`src/rtl/jtkiwi_pkg.sv`:
```
// Shared definitions for the shared-RAM arbiter.
//   shr_state_t : arbiter FSM state encoding
//   PORT_MAIN / PORT_SUB : requester index used for grant and priority
//   rr_pick()   : round-robin choice between the two requesters
package jtkiwi_pkg;

  typedef enum logic [1:0] {
    ST_IDLE   = 2'd0,
    ST_ACCESS = 2'd1,
    ST_DONE   = 2'd2
  } shr_state_t;

  localparam logic PORT_MAIN = 1'b0;
  localparam logic PORT_SUB  = 1'b1;

  // With both ports eligible the priority pointer decides; otherwise the
  // single eligible port wins whatever the pointer says.
  function automatic logic rr_pick(input logic elig_m, input logic elig_s,
                                   input logic prio);
    if (elig_m && elig_s) return prio;
    return elig_s ? PORT_SUB : PORT_MAIN;
  endfunction

endpackage

```
`src/rtl/jtkiwi_shr_port.sv`:
```
// Per-requester response logic for the shared-RAM arbiter.
//   clk, rstn    : clock, asynchronous active-low reset
//   i_cs         : requester chip select
//   i_done       : completion strobe from the arbiter (DONE, granted, cs high)
//   i_ram_dout   : RAM read data, valid while i_done is high
//   o_dout, o_ok : registered read data and one-cycle acknowledge
//   o_served     : set with o_ok, cleared when cs is sampled low; blocks a
//                  second access within one cs assertion
module jtkiwi_shr_port #(
  parameter int DW = 8
) (
  input  logic          clk,
  input  logic          rstn,
  input  logic          i_cs,
  input  logic          i_done,
  input  logic [DW-1:0] i_ram_dout,
  output logic [DW-1:0] o_dout,
  output logic          o_ok,
  output logic          o_served
);

  logic [DW-1:0] r_dout;
  logic          r_ok;
  logic          r_served;

  always_ff @(posedge clk or negedge rstn) begin
    if (!rstn) begin
      r_dout   <= '0;
      r_ok     <= 1'b0;
      r_served <= 1'b0;
    end else begin
      r_ok <= i_done;
      if (i_done) r_dout <= i_ram_dout;
      if (!i_cs)       r_served <= 1'b0;
      else if (i_done) r_served <= 1'b1;
    end
  end

  assign o_dout   = r_dout;
  assign o_ok     = r_ok;
  assign o_served = r_served;

endmodule

```
`src/rtl/jtkiwi_shr_arb.sv`:
```
// Two-requester arbiter for a synchronous shared RAM (1-cycle read latency).
//   clk, rstn                         : clock, asynchronous active-low reset
//   m_cs/m_we/m_addr/m_din/m_dout/m_ok : main CPU port
//   s_cs/s_we/s_addr/s_din/s_dout/s_ok : sub CPU port
//   ram_addr/ram_din/ram_we, ram_dout  : RAM interface
//
// state     | meaning
// ----------+-----------------------------------------------------------
// ST_IDLE   | pick an eligible requester, register its addr/din/we
// ST_ACCESS | ram_we driven for this single cycle; RAM samples address
// ST_DONE   | ram_dout valid; granted port captures it and pulses ok
module jtkiwi_shr_arb
  import jtkiwi_pkg::*;
#(
  parameter int AW = 13,
  parameter int DW = 8
) (
  input  logic          clk,
  input  logic          rstn,
  input  logic          m_cs,
  input  logic          m_we,
  input  logic [AW-1:0] m_addr,
  input  logic [DW-1:0] m_din,
  output logic [DW-1:0] m_dout,
  output logic          m_ok,
  input  logic          s_cs,
  input  logic          s_we,
  input  logic [AW-1:0] s_addr,
  input  logic [DW-1:0] s_din,
  output logic [DW-1:0] s_dout,
  output logic          s_ok,
  output logic [AW-1:0] ram_addr,
  output logic [DW-1:0] ram_din,
  output logic          ram_we,
  input  logic [DW-1:0] ram_dout
);

  shr_state_t r_state, w_state_nxt;
  logic       r_gnt;
  logic       r_prio;
  logic       w_served_m, w_served_s;
  logic       w_elig_m, w_elig_s;
  logic       w_pick, w_grant, w_gnt_cs;
  logic       w_done_m, w_done_s;

  assign w_elig_m = m_cs & ~w_served_m;
  assign w_elig_s = s_cs & ~w_served_s;
  assign w_pick   = rr_pick(w_elig_m, w_elig_s, r_prio);
  assign w_gnt_cs = (r_gnt == PORT_SUB) ? s_cs : m_cs;

  always_ff @(posedge clk or negedge rstn) begin
    if (!rstn) r_state <= ST_IDLE;
    else       r_state <= w_state_nxt;
  end

  // A granted port dropping cs in ACCESS or DONE aborts the transaction:
  // back to IDLE without a completion strobe.
  always_comb begin
    w_state_nxt = r_state;
    w_grant     = 1'b0;
    w_done_m    = 1'b0;
    w_done_s    = 1'b0;
    case (r_state)
      ST_IDLE: begin
        if (w_elig_m || w_elig_s) begin
          w_grant     = 1'b1;
          w_state_nxt = ST_ACCESS;
        end
      end
      ST_ACCESS: w_state_nxt = w_gnt_cs ? ST_DONE : ST_IDLE;
      ST_DONE: begin
        w_state_nxt = ST_IDLE;
        w_done_m    = w_gnt_cs & (r_gnt == PORT_MAIN);
        w_done_s    = w_gnt_cs & (r_gnt == PORT_SUB);
      end
      default: w_state_nxt = ST_IDLE;
    endcase
  end

  // The priority pointer only moves on a contended grant, so a lone access
  // in between does not change who wins the next tie.
  always_ff @(posedge clk or negedge rstn) begin
    if (!rstn) begin
      r_gnt    <= PORT_MAIN;
      r_prio   <= PORT_MAIN;
      ram_addr <= '0;
      ram_din  <= '0;
      ram_we   <= 1'b0;
    end else if (w_grant) begin
      r_gnt    <= w_pick;
      ram_addr <= (w_pick == PORT_SUB) ? s_addr : m_addr;
      ram_din  <= (w_pick == PORT_SUB) ? s_din  : m_din;
      ram_we   <= (w_pick == PORT_SUB) ? s_we   : m_we;
      if (w_elig_m && w_elig_s) r_prio <= ~w_pick;
    end else begin
      ram_we <= 1'b0;
    end
  end

  jtkiwi_shr_port #(.DW(DW)) u_port_main (
    .clk        (clk),
    .rstn       (rstn),
    .i_cs       (m_cs),
    .i_done     (w_done_m),
    .i_ram_dout (ram_dout),
    .o_dout     (m_dout),
    .o_ok       (m_ok),
    .o_served   (w_served_m)
  );

  jtkiwi_shr_port #(.DW(DW)) u_port_sub (
    .clk        (clk),
    .rstn       (rstn),
    .i_cs       (s_cs),
    .i_done     (w_done_s),
    .i_ram_dout (ram_dout),
    .o_dout     (s_dout),
    .o_ok       (s_ok),
    .o_served   (w_served_s)
  );

endmodule
```
`config.mk`:
```
export PLATFORM = sky130hd
export DESIGN_NAME = jtkiwi_shr_arb
export DESIGN_NICKNAME = d
export VERILOG_FILES = /design/src/rtl/jtkiwi_pkg.sv /design/src/rtl/jtkiwi_shr_port.sv /design/src/rtl/jtkiwi_shr_arb.sv
export SDC_FILE = /design/constraint.sdc
export NUM_CORES = 1
export LEC_CHECK = 0
export ABC_AREA = 1
export CORE_UTILIZATION = 42
export DETAILED_ROUTE_END_ITERATION = 16
export HOLD_SLACK_MARGIN = 0.12
export PLACE_DENSITY = 0.8
export SYNTH_ARGS = -nofsm -noshare
export SYNTH_HDL_FRONTEND = slang
export SYNTH_SLANG_ARGS = --single-unit
```
`constraint.sdc`:
```
create_clock -name clk -period 1.23 [get_ports clk]
set_input_delay 0.246 -clock clk [delete_from_list [all_inputs] [get_ports clk]]
set_output_delay 0.246 -clock clk [all_outputs]
set_load 0.05 [all_outputs]
```
# Word-level counts from Yosys, hierarchy flattened
# Cells that the tools add are included.
[totals]
inputBits = 56
out_inout_bits = 40
reg_bits = 46
[op_classes]
n_reduce_logical = 4
n_eq_ne = 5
mux = 20
n_bitwise = 8
[ops]
columns = ["operator", "n"]
rows = [
  ["2-to-1 mux 1 bit", 15],
  ["2-to-1 mux 13 bit", 1],
  ["2-to-1 mux 8 bit", 1],
  ["AND 1 bit", 4],
  ["2-to-1 mux 2 bit", 2],
  ["inequality test 2 x 1 -> 1 bit, second input constant", 2],
  ["inverter 1 bit", 4],
  ["one-hot mux 2 bit (2 select lines)", 1],
  ["== test 2 x 1 -> 1 bit, second input constant", 1],
  ["== test 2 bit, second input constant", 1],
  ["logical NOT 2 bit", 1],
  ["inequality test 2 bit, second input constant", 1],
  ["AND reduction 2 bit", 1],
  ["logical AND 1 bit", 1],
  ["logical OR 1 bit", 1],
]

# Longest topological paths before layout
# Gate-level depths: netlist (run 1).
[logic_depth]
depth_word = 7
ltp_mapped = 8
mapped_depth_nobuf = 7

# Cells and area by module
# Synthesis (run 1) repeated with hierarchy kept, for this count alone.
[unflattened]
cells_unflattened = 290
hier_area_um2 = 2180.8
[by_module_without_submodules]
columns = ["mod", "area_per_inst_um2", "cells_each", "seq_area_each_um2", "instances"]
rows = [
  ["jtkiwi_shr_arb", 1447.6, 212, 650.6, 1],
  ["jtkiwi_shr_port", 366.6, 39, 250.2, 2],
]

# Least setup slack after synthesis (run 1)
# OpenSTA, ideal clock, no wires.
[synth_timing]
kind = "reg2reg"
startpoint = "reg u_port_main.r_served (netlist: u_port_main.o_served)"
endpoint = "reg ram_addr[10]"
slack_ns = 0.156
required_ns = 1.112
stages_incl_launch_ff = 8
path_buffers = 1
setup_ns = 0.118
arrival_ns = 0.956
cell_sequence = "dfrtp_1 -> inv_1 -> nand3_1 -> nand2_2 -> buf_4 -> nand2_1 -> nand3_1 -> nand2_1"
[synth_between]
elab_chain_cells = 6
elab_cells_between_ends = 9
[synth_lines]
columns = ["element", "line_no", "rtl"]
rows = [
  ["start, declared", "jtkiwi_shr_port.sv:24", "logic r_served;"],
  ["start signal, assigned", "jtkiwi_shr_port.sv:30", "r_served <= 1'b0;"],
  ["start signal, assigned", "jtkiwi_shr_port.sv:34", "if (!i_cs) r_served <= 1'b0;"],
  ["start signal, assigned", "jtkiwi_shr_port.sv:35", "else if (i_done) r_served <= 1'b1;"],
  ["inverter 1 bit *", "jtkiwi_shr_arb.sv:46", "assign w_elig_m = m_cs & ~w_served_m;"],
  ["AND 1 bit *", "jtkiwi_shr_arb.sv:46", ""],
  ["logical AND 1 bit", "jtkiwi_pkg.sv:20", "if (elig_m && elig_s) return prio;"],
  ["2-to-1 mux 1 bit", "jtkiwi_pkg.sv:20", ""],
  ["2-to-1 mux 1 bit", "jtkiwi_pkg.sv:21", "return elig_s ? PORT_SUB : PORT_MAIN;"],
  ["2-to-1 mux 13 bit", "jtkiwi_shr_arb.sv:91", "ram_addr <= (w_pick == PORT_SUB) ? s_addr : m_addr;"],
  ["end signal, assigned", "jtkiwi_shr_arb.sv:91", ""],
  ["end, declared", "jtkiwi_shr_arb.sv:32", "output logic [AW-1:0] ram_addr,"],
]
# Every way passes the cells marked *; elsewhere a longest branch is shown, timed or not.
# A chain may end at the register's enable or synchronous reset.

# Worst setup path in the final report (run 1)
[layout_timing]
startpoint = "reg u_port_sub.r_served (netlist: u_port_sub.o_served)"
endpoint = "reg ram_addr[0]"
[layout_between]
elab_chain_cells = 6
elab_cells_between_ends = 10
[layout_lines]
columns = ["element", "line_no", "rtl"]
rows = [
  ["start, declared", "jtkiwi_shr_port.sv:24", ""],
  ["start signal, assigned", "jtkiwi_shr_port.sv:30", ""],
  ["start signal, assigned", "jtkiwi_shr_port.sv:34", ""],
  ["start signal, assigned", "jtkiwi_shr_port.sv:35", ""],
  ["inverter 1 bit *", "jtkiwi_shr_arb.sv:47", "assign w_elig_s = s_cs & ~w_served_s;"],
  ["AND 1 bit *", "jtkiwi_shr_arb.sv:47", ""],
  ["logical AND 1 bit", "jtkiwi_pkg.sv:20", ""],
  ["2-to-1 mux 1 bit", "jtkiwi_pkg.sv:20", ""],
  ["2-to-1 mux 1 bit", "jtkiwi_pkg.sv:21", ""],
  ["2-to-1 mux 13 bit", "jtkiwi_shr_arb.sv:91", ""],
]
# Marked as above.

==> flow_summary.toml, run 1 <==
[setup_path]
crit_fanout = 12
end_kind = "flip-flop"
critical_path_required_ns = 1.47
cp-start-kind = "flip-flop"
crit_type = "flip-flop to flip-flop"
worstPathArrival_ns = 1.47

[grt]
grt_pass1_wl_um = 9320
grt_usage_pct = 23.2
antenna_found_initial = 0
grt_pass1_vias = 2016
grt-ovfl-total = 0
grt_max_degree = 25

[die]
fp.dieH_um = 73.8
die_width_um = 73.8
start_util_pct = 44.6
num_rows = 25
dieArea_mm2 = 0.00544
io_pins = 96
core_mm2 = 0.00485

[final_layout]
final_layout_size_suffix_gt1_share_pct = 19.9
nFillCells = 300
fin_nets = 442
num_antenna_cells = 0
regArea_mm2 = 0.00115
final_area_mm2 = 0.00390
area_growth_pct = 80.3
layout_common_cells = "nand2_1 (87), inv_1 (56), clkdlybuf4s50_1 (52)"
multi_input_area_um2 = 767
final_common_cell = "nand2_1"

[timing]
hold_violations = 0
fin_crit_ns = 1.22
tightest_slew_ns = 0.454
finClkSkew_ns = 0.00810
min_period_over_period_pct = 99.5
rsz0062_at_grt = "yes"
fmax_mhz = 817
setup_viol = 0
maxSlewViolCount = 0
setup_tns_ns = 0
max_slew_margin_pct = 69.8

[job]
max_cap_viol_count = 0

[synthesis]
syn_inst = 281
ys_seq_elements = 46
syn_area_per_cell_um2 = 7.70
syn-num-nets = 337
syn-cell-area_mm2 = 0.00216
ys_seq_area_share_pct = 53.2
netlist-cell-type-count = 15
yosys_warnings = 0

[hold_path]
min_path_type = "input port to flip-flop"

[clock_network]
clock_latency_ns = 0.31
clock_path_buffers = 2
tritoncts = "done"
cts_sinks = 46
cts.clk_slew.worst_paths_ns = 0.09
cts_buffers = 5
htreeDepth = 2
root_buffer = "clkbuf_8"

[placed_design]
dpl-instance-area_mm2 = 0.00368
gp_congestion = 0.722
port_buffers = 95
dp_hpwl_um = 4450

[drt]
route.antenna.remaining_nets = 0
dr.pass1.iters = 4
drt-total-wl_um = 6340
vias = 2195
wl_per_cell_um = 14.0
drt_iter0_markers = 101
via_per_inst = 4.83
drc_errors = 0

[power]
irDropWorstVdd_mv = 1.72
power.density_mw_per_mm2 = 2760
p_leak_uw = 0.00206

[run_status]
status = "complete, no violations"
registers in the layout, indices dropped and copies added (netlist names):
signal                cells
ram_addr                 13
ram_din                   8
u_port_main.o_dout        8
u_port_sub.o_dout         8
r_state                   2
r_gnt                     1
r_prio                    1
ram_we                    1
u_port_main.o_ok          1
u_port_main.o_served      1
u_port_sub.o_ok           1
u_port_sub.o_served       1
cells in the mapped netlist:
cell	instances	area, um2
a21oi_2	1	8.76
dfrtp_1	46	1150
buf_2	8	40.0
xor2_1	1	8.76
nand3_1	44	220
o21ai_0	2	10.0
buf_4	4	30.0
nor2_2	2	12.5
nand2_1	88	330
nor2_1	3	11.3
nand2_2	4	25.0
inv_1	58	218
o21ai_1	17	85.1
a21oi_1	1	5.00
inv_2	2	7.51
power by group:
group / internal, uW / total (uW) / switching [uW]
Combinational: 3170 / 6770 / 3610
Sequential: 2190 / 2940 / 754
Clock: 515 / 1050 / 531
path summary, 6_finish.rpt:
kind                                     startpoint                    end  slack, ns  cells past startpoint
max in group asynchronous                      rstn                 ram_we       0.38                      3
min in group asynchronous                      rstn  u_port_main.o_dout[1]       0.41                      2
worst max register to register  u_port_sub.o_served            ram_addr[0]      0.006                      8
worst min-delay path                           m_cs   u_port_main.o_served       0.40                      3
worst min register to register  u_port_sub.o_served    u_port_sub.o_served       0.53                      2
worst max-delay path            u_port_sub.o_served            ram_addr[0]      0.006                      8
layout make-up:
type | instances | share of cell area (%)
well taps | 67 | 2.15
repair buffers | 110 | 40.1
clock buffers | 7 | 2.47
flip-flops and latches | 46 | 29.5
inverters | 60 | 5.90
multi-input cells | 163 | 19.7
clock inverters | 1 | 0.225
per-layer routing:
layer / vias up / wire [um] / global-route usage (%)
li1: 1052 / - / -
met1: 1033 / 2410 / 27.5
met2: 94 / 3380 / 40.2
met3: 16 / 395 / 5.76
met4: 0 / 144 / 9.19
met5: - / 0 / 0
critical path: stages (launching register included):
cell and delay (ns):
dfrtp_1 0.40, inv_1 0.10, nand2_4 0.09, inv_6 0.10, nand2_4 0.07, buf_12 0.15
nand2_1 0.08, nand3_1 0.09, nand2_1 0.08
kinds of logic (layout without fill, tap and decap cells):
group,count (synthesis),after routing,synth area share [%]
xor gates and xnor gates,1,1,0.405
AOI/OAI and AO/OA,21,21,5.03
DFF,46,46,53.2
and+or+nand+nor,141,141,27.7
buffers and inverters,72,178,13.6
through the flow:
| step | power (uW) | hold WS [ns] | util [%] | worst slack, ns | cells |
|---|---|---|---|---|---|
| 2_1_floorplan | 5920 | -0.0496 | - | 0.156 | 281 |
| 3_3_place_gp | 9290 | 0.211 | 75.9 | -0.237 | 442 |
| 3_5_place_dp | 9480 | 0.216 | 75.9 | -0.345 | 442 |
| 4_1_cts | 10500 | 0.362 | 78.3 | -0.0196 | 451 |
| 5_1_grt | 11300 | 0.394 | 80.4 | -0.0599 | 454 |
| 6_report | 10800 | 0.400 | 80.4 | 0.00624 | 454 |
what timing repair did:
item,CTS,global route
setup endpoints to repair,3,37
endpoints found under the hold margin,15,0
pin swaps,0,4
resized for setup,2,17
setup buffers,0,1
cloned,0,2
hold buffers,1,0
Power figures use the tool's default switching activity.
==> run 2, diff against run 1 <==
- CORE_UTILIZATION: 42 -> 38
- GPL_TIMING_DRIVEN: unset -> 0
- PLACE_DENSITY: 0.8 -> 0.77
- clock period: 1.23 -> 1 ns (I/O delays scaled with it)
==> run 2 against run 1 <==
  * First-iteration DRC count is 50% lower
  * Worst hold slack worse by 0.072 ns
  * Largest power group unchanged
  * The run now ends with setup timing left
  * Clock-buffer cell count is 2 lower
  * Global-route usage is 2.9 points lower
  * Critical endpoint is now ram_din[5]
==> flow_summary.toml, run 2 (synthesized netlist as in run 1, its figures left out) <==
[timing]
hold_violations = 0
min_period_over_period_pct = 121
fin_crit_ns = 1.21
rsz0062_at_grt = "yes"
tightest_slew_ns = 0.436
max_slew_margin_pct = 70.9
setup_tns_ns = -8.51
maxSlewViolCount = 0
fmax_mhz = 827
setup_viol = 84
finClkSkew_ns = 0.00526
fin_ws_ns = -0.208

[final_layout]
final_layout_size_suffix_gt1_share_pct = 27.6
nFillCells = 462
utilization_pct = 68.8
fin_nets = 475
layout_common_cells = "nand2_1 (86), inv_1 (55), clkdlybuf4s50_1 (52)"
area_growth_pct = 75.1
num_antenna_cells = 0
top_register = "ram_addr"
final_common_cell = "nand2_1"
largest_reg_flops = 13

[setup_path]
critical_path_required_ns = 1.23
slowest_stage = "dfrtp_1"
path_buf_inv = 2
reg2reg_setup_slack_ns = -0.21
end_kind = "flip-flop"
critPathMaxStageDelay_ns = 0.43
crit_type = "flip-flop to flip-flop"
path_delay_family = "flip-flops"
worstPathArrival_ns = 1.44
cp-start-kind = "flip-flop"
crit_fanout = 5
crit_chain = "nor2_4 > inv_2 > a21oi_4 > buf_6 > nand3_2 > nand2_1"

[clock_network]
tritoncts = "done"
clock_latency_ns = 0.30
clock_path_buffers = 2
cts_buffers = 5
htreeDepth = 2
root_buffer = "clkbuf_8"
cts.clk_slew.worst_paths_ns = 0.09
cts_sinks = 46

[die]
fp.dieH_um = 77.5
dieArea_mm2 = 0.00600
die_width_um = 77.5
num_rows = 27
io_pins = 96
core_mm2 = 0.00551
start_util_pct = 39.3

[power]
irDropWorstVdd_mv = 1.73
power.density_mw_per_mm2 = 3260
p_leak_uw = 0.00208

[grt]
grt_max_degree = 30
grt_pass1_vias = 2155
grt_usage_pct = 20.3
antenna_found_initial = 0
grt_pass1_wl_um = 9620
grt-ovfl-total = 0

[drt]
drt_iter0_markers = 51
route.antenna.remaining_nets = 0
wl_per_cell_um = 12.1
vias = 2233
via_per_inst = 4.54
drc_errors = 0
drt-total-wl_um = 5940
dr.pass1.iters = 4

[placed_design]
port_buffers = 95
gp_congestion = 0.742
dp_hpwl_um = 3820

[job]
max_cap_viol_count = 0

[run_status]
status = "finished with violations"
violations = "setup timing"

[hold_path]
min_path_type = "input port to flip-flop"
[run 2: cell count changes in the layout (fill, tap and decap cells not counted), moves of 2 or more]
| cell | delta |
|---|---|
| clkbuf_8 | -2 |
| buf_6 | +47 |
| nand3_2 | +5 |
| clkinv_2 | +2 |
| nand3_1 | -5 |
| buf_4 | +30 |
| buf_12 | -45 |
[run 2: path summary, 6_finish.rpt]
kind                                 start                   end  depth (start not counted)
worst max-delay path            r_state[0]            ram_din[5]                          6
worst min-delay path                  s_cs   u_port_sub.o_served                          3
worst max register to register  r_state[0]            ram_din[5]                          6
worst min register to register  r_state[1]            r_state[1]                          1
max in group asynchronous             rstn           ram_addr[0]                          3
min in group asynchronous             rstn  u_port_sub.o_dout[7]                          2
[run 2: layout make-up]
type	instances	area [um2]	share of cell area [%]
sequential	46	1150	30.4
clock inverter	3	40.0	1.06
buffer	12	121	3.20
multi-input combinational	163	801	21.1
clock buffer	5	68.8	1.82
timing repair buffer	131	1290	33.9
inverter	60	230	6.08
tap	72	90.1	2.38
[run 2: what timing repair did]
| action | 4_1_cts | 5_1_grt |
|---|---|---|
| endpoints found under the hold margin | 17 | 0 |
| hold buffers | 1 | 0 |
| buffers inserted | 16 | 15 |
| pin swaps | 8 | 6 |
| gates resized for setup | 318 | 4 |
| gates cloned | 3 | 0 |
| setup endpoints to repair | 84 | 85 |
[run 2: where the power goes]
group | internal (uW) | switching (uW) | leakage (uW)
Sequential | 2690 | 594 | 0.000578
Combinational | 3160 | 4550 | 0.00144
Clock | 736 | 636 | 0.0000579
Total | 6590 | 5780 | 0.00208
[run 2: stage by stage]
stage	cells	total power, uW	setup slack (ns)	cell area, um2	hold WS, ns
CTS	477	12000	-0.198	3660	0.323
floorplan	281	7290	-0.0736	2170	-0.0956
finish	492	12400	-0.208	3790	0.327
global placement	448	9350	-1.52	3210	0.455
detailed placement	449	9470	-0.550	3220	0.166
global route	492	13000	-0.298	3790	0.345
[run 2: worst register-to-register path: cells and delay by family, from the launching register on]
family	cells	cell delay (ns)
AOI/OAI and AO/OA	1	0.19
and+or+nand+nor	3	0.31
DFF	1	0.43
buffers and inverters	2	0.22
[run 2: metal layers]
layer / GRT usage, % / routed length [um]
met1: 23.8 / 2550
met5: 0 / 0
met2: 35.4 / 2950
met3: 5.76 / 351
met4: 7.17 / 91
==> run 3, diff against run 2 <==
- CORE_UTILIZATION: 38 -> 42
- PLACE_DENSITY: 0.77 -> 0.8
- SETUP_SLACK_MARGIN: unset -> 0.5
- clock period: 1 -> 1.3 ns (I/O delays scaled with it)
==> run 3 against run 2 <==
  * The flow finishes with violations (hold timing)
  * Sequential power shrank 21%
  * Sequential share of layout area grew 1.4 points
  * Final cell count shrank 4.7%
  * Clock power shrank 7%
  * Setup slack gained 0.31 ns
  * Global-route usage grew 3.7 points
  * Sequential cell count is the same
  * First-iteration DRC count grew 67%
  * Fmax grew 0.52%
  * Cell area shrank 2.3%
  * Total power shrank 23%
  * Critical endpoint is now ram_din[1]
==> flow_summary.toml, run 3 (synthesized netlist as in run 1, its figures left out) <==
[run_status]
status = "finished with violations"
violations = "hold timing"

[setup_path]
end_kind = "flip-flop"
crit_type = "flip-flop to flip-flop"
worstPathArrival_ns = 1.39
reg2reg_setup_slack_ns = 0.1
critical_path_required_ns = 1.49
crit_fanout = 10
cp-start-kind = "flip-flop"

[clock_network]
clock_latency_ns = 0.29
cts_buffers = 5
tritoncts = "done"
clock_path_buffers = 2
cts_sinks = 46
root_buffer = "clkbuf_8"
htreeDepth = 2
cts.clk_slew.worst_paths_ns = 0.08

[final_layout]
fin_nets = 457
final_layout_size_suffix_gt1_share_pct = 29.9
regArea_mm2 = 0.00118
layout_common_cells = "nand2_1 (85), inv_1 (52), clkdlybuf4s50_1 (52)"
largest_reg_flops = 13
area_growth_pct = 71.1
final_cells = 469
utilization_pct = 76.4
multi_input_area_um2 = 786
final_common_cell = "nand2_1"
nFillCells = 355
top_register = "ram_addr"
num_antenna_cells = 0

[grt]
grt_use_met3_pct = 6.04
grt_busiest_layer = "met2"
grt_pass1_vias = 2149
grt_pass1_wl_um = 9720
antenna_found_initial = 0
grt_max_degree = 29
grt_use_met2_pct = 41.7
met1_usage_pct = 29.0
grt_usage_pct = 24.0
grt-ovfl-total = 0

[placed_design]
port_buffers = 95
dp_hpwl_um = 4000
gp_congestion = 0.759
dp.cells = 444

[drt]
wl_per_cell_um = 13.2
drt-total-wl_um = 6190
dr.pass1.iters = 4
drt_iter0_markers = 85
drc_errors = 0
vias = 2225
route.antenna.remaining_nets = 0
via_per_inst = 4.74

[timing]
rsz0062_at_grt = "yes"
maxSlewViolCount = 0
max_slew_margin_pct = 71.0
fin_crit_ns = 1.20
hold_violations = 18
finClkSkew_ns = 0.00454
hold_ws_ns = -0.102
tightest_slew_ns = 0.435
min_period_over_period_pct = 92.5
setup_viol = 0
fmax_mhz = 832

[job]
max_cap_viol_count = 0

[power]
power.density_mw_per_mm2 = 2580
irDropWorstVdd_mv = 1.45
p_leak_uw = 0.00197

[die]
io_pins = 96
start_util_pct = 44.6
core_mm2 = 0.00485
num_rows = 25
fp.dieH_um = 73.8
die_width_um = 73.8
dieArea_mm2 = 0.00544

[hold_path]
min_path_type = "input port to async pin"
run 3: routing by layer:
layer	part of all wire, %	vias to the layer above
met5	0	-
met4	0.66	0
met3	4.8	2
met2	55	75
met1	40	1063
li1	-	1085
run 3: repair_timing:
item	4_1_cts	5_1_grt
setup buffers	10	5
hold endpoints to repair	18	18
resized for setup	314	8
pin swaps	7	3
gates cloned	2	0
endpoints found under the setup margin	86	86
run 3: cell type report:
class / count / area share (%)
Buffer: 12 / 3.62
Clock buffer: 6 / 2.23
Clock inverter: 2 / 1.62
Inverter: 60 / 6.22
Multi-Input combinational cell: 163 / 21.2
Sequential cell: 46 / 31.8
Tap cell: 67 / 2.26
Timing Repair Buffer: 113 / 31.0
run 3: final timing paths:
check,depth (start not counted),endpoint,start
worst max register to register,7,ram_din[1],u_port_sub.o_served
worst max-delay path,7,ram_din[1],u_port_sub.o_served
min in group clk,3,u_port_sub.o_served,s_cs
worst min-delay path,1,ram_din[2],rstn
worst min register to register,2,ram_addr[1],ram_addr[1]
max in group asynchronous,2,u_port_sub.o_dout[6],rstn
run 3: metrics by stage:
stage / setup WS (ns) / total power (uW) / cell area, um2 / setup TNS (ns)
after floorplan: 0.226 / 5670 / 2200 / 0
after CTS: 0.141 / 9400 / 3640 / 0
after detailed placement: -0.365 / 7370 / 3250 / -14.74
final: 0.0978 / 9540 / 3700 / 0
after global routing: 0.0304 / 10000 / 3700 / 0
after global placement: -1.42 / 7270 / 3240 / -73.92
run 3: where the power goes:
| group | total (uW) | internal [uW] | switching, uW |
|---|---|---|---|
| combinational | 5670 | 2180 | 3490 |
| sequential | 2590 | 2110 | 477 |
| clock | 1280 | 819 | 461 |
| total | 9540 | 5120 | 4430 |
run 3: critical path, stage by stage (launching register included):
cell and delay (ns):
dfrtp_1 0.40, inv_2 0.08, nand2_4 0.10, inv_6 0.11
buf_8 0.13, nand3_1 0.11, nand3_1 0.11, nand2_1 0.06
